==> src/rtl/axis_arb_pkg.sv <==
// Shared types and slice helpers for the AXI-stream packet arbiter.
package axis_arb_pkg;

    typedef enum logic {
        ST_IDLE = 1'b0,
        ST_LOCK = 1'b1
    } state_t;

    // Bit offset of source s inside the flattened tdata bus.
    function automatic int data_off(input int s, input int ew);
        return s * (8 << ew);
    endfunction

    // Bit offset of source s inside the flattened tkeep bus.
    function automatic int keep_off(input int s, input int ew);
        return s * (1 << ew);
    endfunction

endpackage

==> src/rtl/axis_arb_rr_pick.sv <==
// Combinational rotating-priority picker: first requester after ptr, with wrap.
// With AXIS_ARB_FIXED_PRIO_EN defined the search base is pinned so index 0 always wins first.
module axis_arb_rr_pick #(
    parameter int SW = 1
) (
    input  logic [(1<<SW)-1:0] req,
    input  logic [SW-1:0]      ptr,
    output logic [SW-1:0]      win,
    output logic               any
);
    localparam int NUM = 1 << SW;

    logic [SW-1:0] base;
    logic [SW-1:0] idx;

`ifdef AXIS_ARB_FIXED_PRIO_EN
    logic unused_ptr;
    assign unused_ptr = ^ptr;
    assign base       = SW'(NUM - 1);
`else
    assign base = ptr;
`endif

    // Walk from lowest to highest priority so the last hit is the winner.
    always_comb begin
        win = '0;
        idx = '0;
        any = |req;
        for (int k = NUM; k >= 1; k--) begin
            idx = base + SW'(k);
            if (req[idx]) win = idx;
        end
    end

endmodule

==> src/rtl/axi_stream_packet_arbiter.sv <==
// Packet-granular arbiter sharing one registered AXI-stream output among 1<<SW sources.
// Define AXIS_ARB_FIXED_PRIO_EN for lowest-index-wins arbitration instead of round-robin.
module axi_stream_packet_arbiter
    import axis_arb_pkg::*;
#(
    parameter int SW = 1,
    parameter int EW = 0
) (
    input  logic                         rstn,
    input  logic                         clk,
    output logic [(1<<SW)-1:0]           i_tready,
    input  logic [(1<<SW)-1:0]           i_tvalid,
    input  logic [(1<<SW)*(8<<EW)-1:0]   i_tdata,
    input  logic [(1<<SW)*(1<<EW)-1:0]   i_tkeep,
    input  logic [(1<<SW)-1:0]           i_tlast,
    input  logic                         o_tready,
    output logic                         o_tvalid,
    output logic [(8<<EW)-1:0]           o_tdata,
    output logic [(1<<EW)-1:0]           o_tkeep,
    output logic                         o_tlast,
    output logic [SW-1:0]                o_tid,
    output logic                         o_busy
);
    localparam int NUM = 1 << SW;
    localparam int DW  = 8 << EW;
    localparam int KW  = 1 << EW;

    state_t        state;
    logic [SW-1:0] grant;
    logic [SW-1:0] ptr;
    logic [SW-1:0] win;
    logic          any;
    logic          out_free;
    logic          take;

    logic [DW-1:0] src_data [NUM];
    logic [KW-1:0] src_keep [NUM];

    for (genvar s = 0; s < NUM; s++) begin : g_slice
        assign src_data[s] = i_tdata[data_off(s, EW) +: DW];
        assign src_keep[s] = i_tkeep[keep_off(s, EW) +: KW];
    end

    axis_arb_rr_pick #(.SW(SW)) u_pick (
        .req (i_tvalid),
        .ptr (ptr),
        .win (win),
        .any (any)
    );

    // Output register accepts a beat when empty or being drained this cycle.
    assign out_free = o_tready | ~o_tvalid;
    assign take     = (state == ST_LOCK) & i_tvalid[grant] & out_free;

    always_comb begin
        i_tready = '0;
        if (state == ST_LOCK) i_tready[grant] = out_free;
    end

    always_ff @(posedge clk or negedge rstn) begin
        if (!rstn) begin
            state    <= ST_IDLE;
            o_busy   <= 1'b0;
            grant    <= '0;
            ptr      <= SW'(NUM - 1);
            o_tvalid <= 1'b0;
            o_tdata  <= '0;
            o_tkeep  <= '0;
            o_tlast  <= 1'b0;
            o_tid    <= '0;
        end else begin
            case (state)
                ST_IDLE: begin
                    if (any) begin
                        grant  <= win;
`ifndef AXIS_ARB_FIXED_PRIO_EN
                        ptr    <= win;
`endif
                        state  <= ST_LOCK;
                        o_busy <= 1'b1;
                    end
                end
                ST_LOCK: begin
                    // The lock is released only by an accepted tlast beat.
                    if (take && i_tlast[grant]) begin
                        state  <= ST_IDLE;
                        o_busy <= 1'b0;
                    end
                end
                default: begin
                    state  <= ST_IDLE;
                    o_busy <= 1'b0;
                end
            endcase

            if (take) begin
                o_tvalid <= 1'b1;
                o_tdata  <= src_data[grant];
                o_tkeep  <= src_keep[grant];
                o_tlast  <= i_tlast[grant];
                o_tid    <= grant;
            end else if (o_tready) begin
                o_tvalid <= 1'b0;
            end
        end
    end

endmodule

==> config.mk <==
export PLATFORM = sky130hd
export DESIGN_NAME = axi_stream_packet_arbiter
export DESIGN_NICKNAME = d
export VERILOG_FILES = /design/src/rtl/axis_arb_pkg.sv /design/src/rtl/axis_arb_rr_pick.sv /design/src/rtl/axi_stream_packet_arbiter.sv
export SDC_FILE = /design/constraint.sdc
export NUM_CORES = 1
export LEC_CHECK = 0
export BUFFER_PORTS_ARGS = -buffer_cell sky130_fd_sc_hd__buf_4
export CAP_MARGIN = 20
export CORE_UTILIZATION = 47
export DETAILED_ROUTE_END_ITERATION = 10
export PLACE_DENSITY = 0.8
export SLEW_MARGIN = 25
export SYNTH_ARGS = -nofsm -noshare
export SYNTH_HDL_FRONTEND = slang
export SYNTH_SLANG_ARGS = --single-unit
==> constraint.sdc <==
create_clock -name clk -period 2.6 [get_ports clk]
set_input_delay 0.26 -clock clk [delete_from_list [all_inputs] [get_ports clk]]
set_output_delay 0.26 -clock clk [all_outputs]
set_load 0.02 [all_outputs]
# Word level (Yosys, flattened, before mapping)
# Index checks and enable logic that the tools add are counted.
# op_classes
reduce_logical	6
n_lt_le_gt_ge	5
n_addsub	1
n_mux	27
bitwise_logic	7
n_eq_ne	2
# ops
cell	count
8-bit two-way mux	3
1-bit two-way mux	20
1-bit by 2-bit < comparator with 1-bit output (second input constant)	3
1-bit case mux with 2 select lines	2
2-bit AND reduction	2
1-bit AND	2
2-bit AND	1
2-bit >= comparator (second input constant)	1
1-bit logical AND	2
2-bit two-way mux	1
2-bit by 1-bit inequality test with 1-bit output (second input constant)	1
2-bit inequality test (second input constant)	1
1-bit inverter	2
1-bit inverter with 2-bit output	1
2-bit nonzero test	1
2-bit OR reduction	1
1-bit adder (second input constant)	1
1-bit demux with 1-bit select	1
1-bit >= comparator (second input constant)	1
1-bit OR	1
# totals
input_bits	25
regBits	16
output_inout_bits	15
word_cells	57

# Logic depth before layout (Yosys ltp)
# Gate-level depths: netlist (run 1).
# depth
word_depth	7
depth_mapped	5
ltp_nobuf	3

# By module
# A second synthesis (run 1) with hierarchy kept.
# unflattened
hier_cells	60
hier_area_um2	828.3
# modules_own_cells
mod	area_per_inst_um2	cells_per_inst	instances
axi_stream_packet_arbiter	814.5	58	1
axis_arb_rr_pick	13.8	2	1

# Worst setup path before layout (run 1)
# OpenSTA, ideal clock, no wires.
# synth_timing
path_type	register to register
from	register grant
to	register o_tdata[0]
path_stages_with_launch	6
n_path_buf	2
setup_slack_ps	1149
arrival_time_ps	1326
required_ps	2475
path_cell_list	dfrtp_1 > buf_6 > mux2_4 > nand3_4 > buf_8 > mux2_4
# synth_between
elab_chain_len	4
word_cells_on_any_way	8
# synth_rtl
element	line_no	rtl
start: declaration	axi_stream_packet_arbiter.sv:29	logic [SW-1:0] grant;
start signal: assignment	axi_stream_packet_arbiter.sv:75	grant <= win;
1-bit two-way mux (implied by the code) or 1-bit inverter with 2-bit output (tied branches)	axi_stream_packet_arbiter.sv:53, axi_stream_packet_arbiter.sv:98	
1-bit two-way mux (implied by the code) or 8-bit two-way mux (tied branches)	axi_stream_packet_arbiter.sv:53, axi_stream_packet_arbiter.sv:98	
1-bit AND or 8-bit two-way mux (tied branches) (2 in series)	axi_stream_packet_arbiter.sv:53, axi_stream_packet_arbiter.sv:98	
end signal: assignment	axi_stream_packet_arbiter.sv:98	o_tdata <= src_data[grant];
end: declaration	axi_stream_packet_arbiter.sv:18	output logic [(8<<EW)-1:0] o_tdata,
# Parallel ways exist; a longest one is shown, timed or not. The select of a mux whose other input is x is not followed.
# A chain may end at the register's enable or synchronous reset.

# Worst setup path after layout (run 1)
# layout_timing
from	register grant
to	register o_tdata[2]
# Same word-level chain as after synthesis.

==> flow_summary_export.csv, run 1 <==
group,metric,value,unit
synth,ys_ff_latch,16,
finish,n_fill_cell,110,
routing,detail_route.wl_per_cell,14.20,um
synth,avgSynthCellArea,13.85,um2
synth,yosysTopAreaCell,"dfrtp_1",
clocking,numCtsBuffers,3,
clocking,cts_root_buf,"clkbuf_4",
clocking,cts_htree_levels,1,
timing,setup_tns,0,ps
status,outcome,"finished with violations",
setup_path,r2r-end,"o_tdata[2]$_DFFE_PN0P_",
timing,slew_headroom,0.6289,
setup_path,startpoint,"grant$_DFFE_PN0P_",
grt,grt_first_pass_wirelength,2580,um
setup_path,critPathKind,"reg2reg",
finish,finalNetCount,126,
pwr,p_per_area,1237,mW/mm2
synth,synth-warning-count,0,
finish,multi_input_area,380.4,um2
die,die_x,43.70,um
die,rows,14,
setup_path,crit_fanout,15,
pwr,irDropWorstVdd,0.6783,mV
routing,drtIter0Drc,5,
finish,synthToLayoutAreaGrowth,40.12,%
synth,synth.top_cell.area_share,0.4594,
worst_hold_path,holdCritPathClass,"in2reg",
synth,syn-num-nets,84,
die,dieArea,0.001909,mm2
timing,max_slew.worst_pin.slew,556.6,ps
setup_path,cp-start-kind,"register",
grt,overflow,0,
routing,dr.pass1.iters,6,
grt,antenna_found_initial,0,
placed_design,gp_congestion,0.6697,
routing,num_vias,589,
placed_design,placed_area,0.001099,mm2
grt,grt_max_degree,17,
clocking,cts.sinks,16,
pwr,sw_frac_of_total,0.3740,
pwr,fin_total_pwr,0.001416,W
timing,fin_skew,2.418,ps
timing,rsz0062_at_grt,"no",
grt,grt_pass1_vias,601,
finish,design_area,0.001145,mm2
pwr,p_sw,0.0005295,W
routing,via_per_inst,5.078,
status,violations,"design-rule violations",
die,coreArea,0.001559,mm2
pwr,seqPwrFrac,0.354,
clocking,post_cts_resized,0,
pwr,p_leak,0.5852,nW
setup_path,endpoint_kind,"register",
clocking,clkTransAtPathRegs,100,ps
clocking,clkLatencyLatePin,300,ps
die,initial_utilization,0.5241,
setup_path,reg2reg_from,"grant$_DFFE_PN0P_",
pwr,pwr-share-comb,0.526,
routing,drc,2,
finish,num_antenna_cells,0,
timing,hold_violations,0,
setup_path,reg2reg_depth,3,
die,ios,40,
placed_design,hpwl,1220,um
synth,synth_top_cells_by_area,"dfrtp_1 (46%), mux2_2 (17%), mux2_4 (15%)",
timing,period_needed,1763,ps
routing,wirelength,1647,um
pwr,p_int,0.0008863,W
clocking,cts_tree,"yes",
timing,setup_viol,0,
clocking,clock_path_buffers,2,
finish,regArea,401.6,um2
setup_path,crit_end,"o_tdata[2]$_DFFE_PN0P_",
grt,track_usage,0.1919,
flow_run,drv_cap,0,
clocking,cts_setup_buffers,0,
placed_design,portBuffers,39,
setup_path,critPathArrivalTime,1950,ps
setup_path,critical_path_required,2790,ps
synth,synth.distinct_cells,19,
die,die_y,43.70,um
timing,finalMaxSlewViolations,0,
synth,synth_cells,59,
synth,yosysSeqAreaShare,0.4916,
setup_path,reg2reg_setup_slack,840,ps
clocking,cts_hold_buf,1,
timing,finalCritPeriodShare,0.6782,
timing,fmax,567.1,MHz
synth,syn_area,817.0,um2
finish,drive_gt1_frac,0.6500,
routing,ant_nets,0,
pwr,clock_power_share,0.120,
## critical path, cell delays in order (launching register included)
cell     delay (ps)
dfrtp_1         710
mux2_4          370
nand3_4         210
mux2_2          360
## area by class of cell
cell class | instances | share of cell area
well taps | 16 | 0.01749
flip-flops and latches | 16 | 0.3508
multi-input cells | 39 | 0.3322
clock buffers | 4 | 0.03169
inverters | 1 | 0.003279
repair buffers | 40 | 0.2645
## stage by stage
stage               instances  hold slack, ps    util  worst slack, ps
finish                    116           222.8  0.7344            836.6
global route              116           237.5  0.7344            741.6
CTS                       116           220.9  0.7344            813.2
detailed placement        111           131.2  0.7047            830.1
global placement          111           126.8  0.7047            827.8
floorplan                  59          -35.59       -             1149
## layout by cell type (no fill, tap or decap)
cell type,count
a21o_1,1
a21oi_1,1
and3_1,1
buf_4,39
clkbuf_4,3
clkbuf_8,1
dfrtp_1,15
dfstp_2,1
dlygate4sd3_1,1
inv_1,1
mux2_2,12
mux2_4,8
mux2i_1,2
nand2_1,4
nand2b_1,3
nand3_4,1
nor2_1,3
o21ai_0,1
o22a_1,1
o32a_1,1
## Yosys cell counts
| cell type | count |
|---|---|
| a21o_1 | 1 |
| a21oi_1 | 1 |
| and3_1 | 1 |
| buf_2 | 1 |
| buf_6 | 1 |
| buf_8 | 1 |
| dfrtp_1 | 15 |
| dfstp_2 | 1 |
| inv_1 | 1 |
| mux2_2 | 12 |
| mux2_4 | 8 |
| mux2i_1 | 2 |
| nand2_1 | 4 |
| nand2b_1 | 3 |
| nand3_4 | 1 |
| nor2_1 | 3 |
| o21ai_0 | 1 |
| o22a_1 | 1 |
| o32a_1 | 1 |
## sequential cells by signal (all words and copies together) (netlist names)
signal / count
o_tvalid: 1
o_tkeep: 1
grant: 1
o_tid: 1
ptr: 1
o_busy: 1
state: 1
o_tdata: 8
o_tlast: 1
## logic make-up after synthesis
logic type,synth area share
buf+inv,0.04286
mux,0.3369
simple gates,0.08423
flops,0.4916
compound gates,0.04440
## worst min path at each step
stage,slack (ps),start,to,cells past startpoint
detailed placement,130,rstn,o_tdata[5]$_DFFE_PN0P_,1
floorplan,-40,rstn,grant$_DFFE_PN0P_,0
finish,220,i_tvalid[1],state$_DFF_PN0_,2
global placement,130,rstn,o_tlast$_DFFE_PN0P_,1
CTS,220,i_tvalid[1],state$_DFF_PN0_,2
global route,240,i_tvalid[1],state$_DFF_PN0_,2
## layer usage
layer | share of wire | up-vias | global-route usage
li1 | - | 288 | -
met1 | 0.42 | 279 | 0.2291
met2 | 0.51 | 17 | 0.3284
met3 | 0.044 | 5 | 0.02500
met4 | 0.023 | 0 | 0.1125
met5 | 0 | - | 0
## power by group through the flow
stage	clock network (W)	registers, W	logic [W]
6_report	0.000170	0.000501	0.000745
5_1_grt	0.000177	0.000521	0.000792
4_1_cts	0.000174	0.000501	0.000752
3_5_place_dp	0	0.000506	0.000746
3_3_place_gp	0	0.000499	0.000735
2_1_floorplan	0	0.000582	0.000430
(Power assumes the default switching activity.)
==> run 2, diff against run 1 <==
CORE_UTILIZATION = 40   (was 47)
PLACE_DENSITY = 0.73   (was 0.8)
clock period = 1.6 ns   (was 2.6 ns; I/O delays follow)
==> run 2 against run 1 <==
- first-iteration DRC count is the same
- the run now ends clean
- clock skew grew 2.0 ps
- critical path depth is the same
- non-clock buffer count grew 1
- power grew 58%
- critical path type unchanged
- largest cell class unchanged
- critical endpoint is now o_tdata[6]$_DFFE_PN0P_
==> flow_summary_export.csv, run 2 (synthesis results as in run 1) <==
group,metric,value,unit
status,outcome,"finished, final reports clean",
clocking,cts_root_buf,"clkbuf_4",
timing,hold_violations,0,
clocking,cts_tree,"yes",
die,dieArea,0.002227,mm2
grt,grt_first_pass_wirelength,2456,um
timing,finalMaxSlewViolations,0,
pwr,p_per_area,1941,mW/mm2
setup_path,crit_fanout,13,
routing,drtIter0Drc,5,
grt,track_usage,0.1622,
clocking,clkLatencyLatePin,270,ps
pwr,p_leak,0.5840,nW
timing,fin_hold_ws,136.1,ps
finish,final_cell_mix,"buf_4 (40), dfrtp_1 (15), mux2_2 (12)",
pwr,irDropWorstVdd,0.9499,mV
clocking,numCtsBuffers,3,
placed_design,gp_congestion,0.6116,
die,ios,40,
pwr,fin_total_pwr,0.002239,W
die,coreArea,0.001821,mm2
setup_path,critPathArrivalTime,1570,ps
finish,largest_register_ffs,8,
finish,final_common_cell,"buf_4",
setup_path,critical_path_required,1760,ps
routing,dr.pass1.iters,4,
setup_path,critPathKind,"reg2reg",
finish,largest_register,"o_tdata",
timing,setup_tns,0,ps
timing,slew_headroom,0.8117,
finish,synthToLayoutAreaGrowth,41.19,%
routing,drc,0,
timing,rsz0062_at_grt,"no",
die,die_y,47.20,um
worst_hold_path,holdCritPathClass,"in2reg",
timing,max_slew.worst_pin.slew,274.6,ps
clocking,cts_setup_buffers,0,
timing,period_needed,1409,ps
placed_design,portBuffers,39,
die,initial_utilization,0.4488,
routing,detail_route.wl_per_cell,12.14,um
setup_path,cp-start-kind,"register",
grt,grt_pass1_vias,552,
flow_run,drv_cap,0,
routing,wirelength,1530,um
die,die_x,47.20,um
timing,fin_skew,4.383,ps
finish,num_antenna_cells,0,
clocking,cts_hold_buf,1,
routing,num_vias,598,
finish,finalNetCount,127,
finish,drive_gt1_frac,0.6436,
clocking,clock_path_buffers,2,
grt,overflow,0,
grt,grt_max_degree,17,
timing,fmax,710.0,MHz
timing,setup_viol,0,
clocking,cts.sinks,16,
routing,ant_nets,0,
placed_design,hpwl,1109,um
setup_path,endpoint_kind,"register",
grt,antenna_found_initial,0,
clocking,clkTransAtPathRegs,90,ps
timing,finalCritPeriodShare,0.8803,
routing,via_per_inst,4.746,
clocking,cts_htree_levels,1,
die,rows,15,
clocking,post_cts_resized,0,
==> run 2: worst paths after layout <==
| kind | startpoint | end | depth (start not counted) | slack [ps] |
|---|---|---|---|---|
| setup / recovery | grant$_DFFE_PN0P_ | o_tdata[6]$_DFFE_PN0P_ | 3 | 190 |
| hold / removal | i_tvalid[1] | state$_DFF_PN0_ | 2 | 140 |
| setup reg to reg | grant$_DFFE_PN0P_ | o_tdata[6]$_DFFE_PN0P_ | 3 | 190 |
| hold reg to reg | ptr$_DFFE_PN1P_ | ptr$_DFFE_PN1P_ | 2 | 500 |
| max in group asynchronous | rstn | ptr$_DFFE_PN1P_ | 2 | 1020 |
| min in group asynchronous | rstn | state$_DFF_PN0_ | 2 | 330 |
==> run 2: critical path, cell delays in order, from the launching register on <==
cell and delay [ps]:
dfrtp_1 400, mux2_4 320, nand3_4 220, mux2_2 360
==> run 2: power breakdown <==
group          internal [W]  leakage (nW)  switching [W]
registers          0.000619         0.184       0.000128
clock network     0.0000965        0.0150       0.000117
logic              0.000699         0.385       0.000579
==> run 2: stage by stage <==
stage / instance area, um2 / worst slack [ps] / std cells / utilization
floorplan: 817.0 / 149.3 / 59 / -
global placement: 1117 / 218.6 / 121 / 0.6137
detailed placement: 1117 / 189.6 / 121 / 0.6137
CTS: 1154 / 178.1 / 126 / 0.6337
global route: 1154 / 118.8 / 126 / 0.6337
finish: 1154 / 191.5 / 126 / 0.6337
==> run 2: cell type report <==
| class | count | area (um2) |
|---|---|---|
| clock buffer | 4 | 26.28 |
| tap | 25 | 31.28 |
| fill | 151 | 666.9 |
| sequential | 16 | 401.6 |
| multi-input combinational | 39 | 380.4 |
| inverter | 1 | 3.754 |
| timing repair buffer | 41 | 310.3 |
==> run 2: per-layer routing <==
| layer | global-route usage | part of all wire | up-vias |
|---|---|---|---|
| li1 | - | - | 292 |
| met1 | 0.2049 | 0.45 | 290 |
| met2 | 0.2778 | 0.50 | 14 |
| met3 | 0.02308 | 0.039 | 2 |
| met4 | 0.06857 | 0.0078 | 0 |
| met5 | 0 | 0 | - |
